`config.mk`:
```
export PLATFORM = sky130hd
export DESIGN_NAME = fp_div_ctrl
export DESIGN_NICKNAME = d
export VERILOG_FILES = /design/src/rtl/fp_div_ctrl.sv
export SDC_FILE = /design/constraint.sdc
export NUM_CORES = 1
export LEC_CHECK = 0
export ABC_AREA = 0
export CAP_MARGIN = 20
export CORE_MARGIN = 4
export CORE_UTILIZATION = 30
export CTS_CLUSTER_DIAMETER = 120
export CTS_CLUSTER_SIZE = 25
export DETAILED_ROUTE_END_ITERATION = 10
export PLACE_DENSITY = 0.6
export SYNTH_ARGS = -nofsm -noshare
export SYNTH_HDL_FRONTEND = slang
export SYNTH_SLANG_ARGS = --single-unit
```
`constraint.sdc`:
```
create_clock -name clk -period 5 [get_ports clk]
set_input_delay 0.75 -clock clk [delete_from_list [all_inputs] [get_ports clk]]
set_output_delay 0.75 -clock clk [all_outputs]
set_load 0.01 [all_outputs]
```
`src/rtl/fp_div_ctrl.sv`:
```
// Sequencing controller for a bfloat16 divider: special-operand bypass, divider handshake, sticky flags.
// Optional watchdog on the divider response is enabled by defining FP_DIV_CTRL_TIMEOUT_EN.
module fp_div_ctrl #(
  parameter int TIMEOUT = 32
) (
  input  logic        clk,
  input  logic        reset_n,
  input  logic        in_valid,
  output logic        in_ready,
  input  logic [15:0] in_a,
  input  logic [15:0] in_b,
  output logic        div_start,
  output logic [15:0] div_opA,
  output logic [15:0] div_opB,
  input  logic [15:0] div_quotient,
  input  logic        div_underflow,
  input  logic        div_overflow,
  input  logic        div_inexact,
  input  logic        div_valid,
  input  logic        div_busy,
  output logic        out_valid,
  input  logic        out_ready,
  output logic [15:0] out_result,
  output logic [4:0]  out_flags,
  output logic [4:0]  sticky_flags,
  input  logic        flag_clear
);

  typedef enum logic [1:0] {IDLE, ISSUE, WAIT, DONE} state_t;

  localparam logic [15:0] QNAN = 16'h7FC0;

  state_t      state, state_next;
  logic [15:0] result_next;
  logic [4:0]  flags_next;
  logic        first_wait;
  logic        timeout_hit;

  // The divider's busy signal carries no information the controller needs.
  logic unused_ok;
  assign unused_ok = div_busy | (TIMEOUT == 0);

  // Operand classification; exponent zero flushes subnormals to a signed zero.
  logic a_zero, b_zero, a_inf, b_inf, a_nan, b_nan, q_sign;
  logic special;
  logic [15:0] byp_result;
  logic [4:0]  byp_flags;

  always_comb begin
    a_zero = (in_a[14:7] == 8'h00);
    b_zero = (in_b[14:7] == 8'h00);
    a_inf  = (in_a[14:7] == 8'hFF) && (in_a[6:0] == 7'h00);
    b_inf  = (in_b[14:7] == 8'hFF) && (in_b[6:0] == 7'h00);
    a_nan  = (in_a[14:7] == 8'hFF) && (in_a[6:0] != 7'h00);
    b_nan  = (in_b[14:7] == 8'hFF) && (in_b[6:0] != 7'h00);
    q_sign = in_a[15] ^ in_b[15];
    special    = 1'b1;
    byp_result = 16'h0000;
    byp_flags  = 5'b00000;
    if (a_nan || b_nan || (a_zero && b_zero) || (a_inf && b_inf)) begin
      byp_result = QNAN;
      byp_flags  = 5'b10000;
    end else if (a_inf) begin
      byp_result = {q_sign, 8'hFF, 7'h00};
    end else if (b_zero) begin
      byp_result = {q_sign, 8'hFF, 7'h00};
      byp_flags  = 5'b01000;
    end else if (a_zero || b_inf) begin
      byp_result = {q_sign, 15'h0000};
    end else begin
      special = 1'b0;
    end
  end

`ifdef FP_DIV_CTRL_TIMEOUT_EN
  localparam int CW = $clog2(TIMEOUT + 1);
  logic [CW-1:0] wd_cnt;

  always_ff @(posedge clk or negedge reset_n) begin
    if (!reset_n) begin
      wd_cnt <= '0;
    end else if (state == ISSUE) begin
      wd_cnt <= '0;
    end else if (state == WAIT) begin
      wd_cnt <= wd_cnt + CW'(1);
    end
  end

  // Fires on the TIMEOUT-th WAIT cycle, so DONE follows exactly TIMEOUT WAIT cycles.
  assign timeout_hit = (state == WAIT) && (wd_cnt == CW'(TIMEOUT - 1));
`else
  assign timeout_hit = 1'b0;
`endif

  always_comb begin
    state_next  = state;
    result_next = out_result;
    flags_next  = out_flags;
    case (state)
      IDLE: begin
        if (in_valid) begin
          if (special) begin
            state_next  = DONE;
            result_next = byp_result;
            flags_next  = byp_flags;
          end else begin
            state_next = ISSUE;
          end
        end
      end
      ISSUE: state_next = WAIT;
      WAIT: begin
        if (div_valid && !first_wait) begin
          state_next  = DONE;
          result_next = div_quotient;
          flags_next  = {2'b00, div_overflow, div_underflow, div_inexact};
        end else if (timeout_hit) begin
          state_next  = DONE;
          result_next = QNAN;
          flags_next  = 5'b10000;
        end
      end
      DONE: begin
        if (out_ready) state_next = IDLE;
      end
      default: state_next = IDLE;
    endcase
  end

  always_ff @(posedge clk or negedge reset_n) begin
    if (!reset_n) begin
      state        <= IDLE;
      first_wait   <= 1'b0;
      div_opA      <= 16'h0000;
      div_opB      <= 16'h0000;
      out_result   <= 16'h0000;
      out_flags    <= 5'b00000;
      sticky_flags <= 5'b00000;
    end else begin
      state      <= state_next;
      out_result <= result_next;
      out_flags  <= flags_next;
      first_wait <= (state == ISSUE);
      if (state == IDLE && in_valid) begin
        div_opA <= in_a;
        div_opB <= in_b;
      end
      // A clear coinciding with a handshake keeps only the flags being delivered now.
      if (out_valid && out_ready) begin
        sticky_flags <= flag_clear ? out_flags : (sticky_flags | out_flags);
      end else if (flag_clear) begin
        sticky_flags <= 5'b00000;
      end
    end
  end

  assign in_ready  = (state == IDLE);
  assign div_start = (state == ISSUE);
  assign out_valid = (state == DONE);

endmodule

```
==> metrics.md <==
| Metric | Value |
|---|---|
| Status | `complete, no violations` |
| DRT iter0 DRCs | `32` |
| Met2 usage in global routing | `0.209` |
| TNS Setup | `0 ns` |
| Drt via density | `between 4 and 5` |
| Post_cts resized | `0` |
| DR pass1 iterations | `4` |
| Area Growth Syn to Fin | `52.1%` |
| Layout cell share with drive strength beyond 1 | `0.164` |
| Most frequent cell after synthesis | `dfrtp_1` |
| FP Rows | `35` |
| Routed WL per cell | `15.2 um` |
| First-pass GRT wire length | `roughly 12000 um` |
| Kind of cell adding the most delay to the critical path | `compound AO/OA/AOI/OAI gates` |
| Critical path arrival | `3.13 ns` |
| Gr busiest metal | `met2` |
| Critical Path, Cell by Cell | `clkdlybuf4s50_1, nor4_2, and2_1, a21oi_2, a31oi_4, mux2_2` |
| Net Count, Synth | `between 200 and 300` |
| Critical path class | `in2reg` |
| P per Cell Area | `550 mW/mm^2` |
| Post-DP HPWL | `5140 um` |
| Slew Limit Fails | `0` |
| Setup Skew | `about 0.0062 ns` |
| WP buf/inv | `1` |
| Part of the Yosys area used for sequential elements | `0.541` |
| GRT overflow | `0` |
| Static Leak | `1.75 nW` |
| Relative slew slack | `0.359` |
| Maxcap violations | `0` |
| Initial antenna violation count | `0` |
| Post-synth EDFFs | `0` |
| CTS tree | `built` |
| Initial Util | `0.307` |
| Yosys top cell area share | `0.541` |
| Final ANT Viol Nets | `0` |
| Crit path max fanout | `21` |
| Die Ht | `105 um` |
| IO Count | `between 100 and 150` |
| Worst-Margin Slew | `0.962 ns` |
| Maximum clock path buffer count | `2` |
| Input/output buffers | `about 120` |
| Overall Global Routing Usage | `0.132` |
| TritonCTS Buffers | `9` |
| Endpoints failing setup | `0` |
| Final hold violations | `0` |
| H-tree levels | `3` |
| CTS sink count | `61` |
| Post-route insts no fill | `~470` |
| Cell taking the most area after synthesis | `dfrtp_1` |
| Synth warn | `0` |
| Vias | `roughly 2100` |
| Die ar. | `0.0110 sq mm` |
| Synth Area per Inst | `approximately 12 sq um` |
| Met1 Use GR | `0.168` |
| Max VDD drop | `about 0.25 mV` |
| Post-synthesis cell area | `0.00282 sq mm` |
| DP Worst Slack | `1.70 ns` |
| Top post-synthesis cells by count | `61 x dfrtp_1, 28 x mux2_2, 27 x inv_1` |
| Via count of the first global-routing pass | `2261` |
| Data required, critical path | `5.22 ns` |
| Max Clk Rate | `0.343 GHz` |
| Post-Synthesis Cells | `226` |
| # Post-CTS Setup Buffers | `0` |
| Period utilization | `0.583` |
| Power, Total | `2.36 mW` |
| Finished Core Util | `0.467` |
| CP startpoint kind | `input port` |
| Gp weighted congestion | `just under 0.7` |
| Post-route DRC violation count | `0` |
| Crit-path slowest cell | `a31oi_4` |
| Diodes inserted | `0` |
| Yosys cell types | `37` |
| Chip width | `105 um` |
| Max incr delay on CP | `0.79 ns` |
| Nets | `411` |
| CP endpoint kind | `flop` |
| Final WL | `7050 um` |
| Root Buffer | `clkbuf_8` |
| Largest net degree at the start of global routing | `62` |
| CTS hold repair buffers | `0` |
| Core outline area | `just over 0.009 sq mm` |
| Tmin final | `2.91 ns` |
| Worst-path clk slew | `about 0.070 ns` |
| Type of the worst min-delay path | `reg2reg` |
| Unrepaired setup endpoints after global routing | `false` |
| Synth top area cells | `dfrtp_1 54%, mux2_2 11%, mux2i_1 6.4%, inv_1 3.6%, mux2_1 2.4%` |
| Post-route setup slack | `2.09 ns` |
| Dpl cells | `roughly 450` |
| Asr flop ratio synth | `1.00` |
| GRT met3 Usage | `0.0500` |
| Clock Latency Late Sink | `0.33 ns` |
| Yosys reg bits | `61` |
| Main flop type after synthesis | `dfrtp_1` |
-- cell type report --
cell class	count	area, sq um
fillers	879	4900
flip-flops and latches	61	1530
repair buffers	119	1180
multi-input cells	131	1150
clock buffers	12	145
well taps	111	139
inverters	27	101
clock inverters	4	47.5
-- path summary, 6_finish.rpt --
path                                 start  slack [ns]           end  depth (start not counted)
worst max-delay path               in_b[7]        2.09  out_flags[3]                          6
worst max register to register    state[0]        2.17  out_flags[3]                          5
worst min-delay path            div_opB[6]        0.50    div_opB[6]                          1
min in group asynchronous          reset_n        0.58    div_opA[4]                          2
worst min register to register  div_opB[6]        0.50    div_opB[6]                          1
max in group asynchronous          reset_n        3.87   div_opB[14]                          2
-- where the power goes --
group / switching, mW / internal [mW] / leakage [nW]
clock network: 0.195 / 0.243 / 0.0964
registers: 0.107 / 0.699 / 0.766
logic: 0.469 / 0.648 / 0.883
-- worst reg2reg max path, stage by stage, from the launching register on --
cell     delay, ns
dfrtp_1       0.41
inv_1         0.09
ha_1          0.75
o21ai_1       0.24
a31oi_4       0.81
mux2_2        0.42
-- kinds of logic after synthesis --
family	after synthesis	synth area share
adders and majority gates	4	0.0177
DFF	61	0.541
muxes	54	0.210
AOI/OAI and AO/OA	26	0.0678
buffers and inverters	34	0.0505
xor gates and xnor gates	1	0.00310
and+or+nand+nor	46	0.110
-- placed cells by master (no fill, tap or decap), drive strengths merged, types with 2 or more instances in the layout --
cell           instances
mux2i                 18
ha                     4
and4                   2
nand4                  5
clkinv                 2
nor3                   2
a21oi                 11
nor2                   7
clkdlybuf4s50        116
nor4                   6
buf                    3
a211oi                 2
nand3                  5
inv                   27
mux2                  36
nand2                 13
a31oi                  2
clkbuf                12
o21ai                  8
dfrtp                 61
nand4bb                2
and2                   2
-- registers in the layout, summed over array words and instances, names as in the netlist --
register	cells
div_opA	16
div_opB	16
out_result	16
out_flags	5
sticky_flags	5
state	2
first_wait	1
-- through the flow --
| step | hold slack [ns] | cell area (sq um) |
|---|---|---|
| floorplan | 0.454 | 2820 |
| global placement | 0.475 | 4100 |
| detailed placement | 0.484 | 4100 |
| CTS | 0.503 | 4290 |
| global route | 0.509 | 4290 |
| finish | 0.497 | 4290 |
-- layer usage --
metal	share of wire	routed length, um
met3	0.068	477
met2	0.46	3240
met5	0	0
met1	0.46	3240
met4	0.013	94
Note: power is estimated with default switching activity, not from simulation.
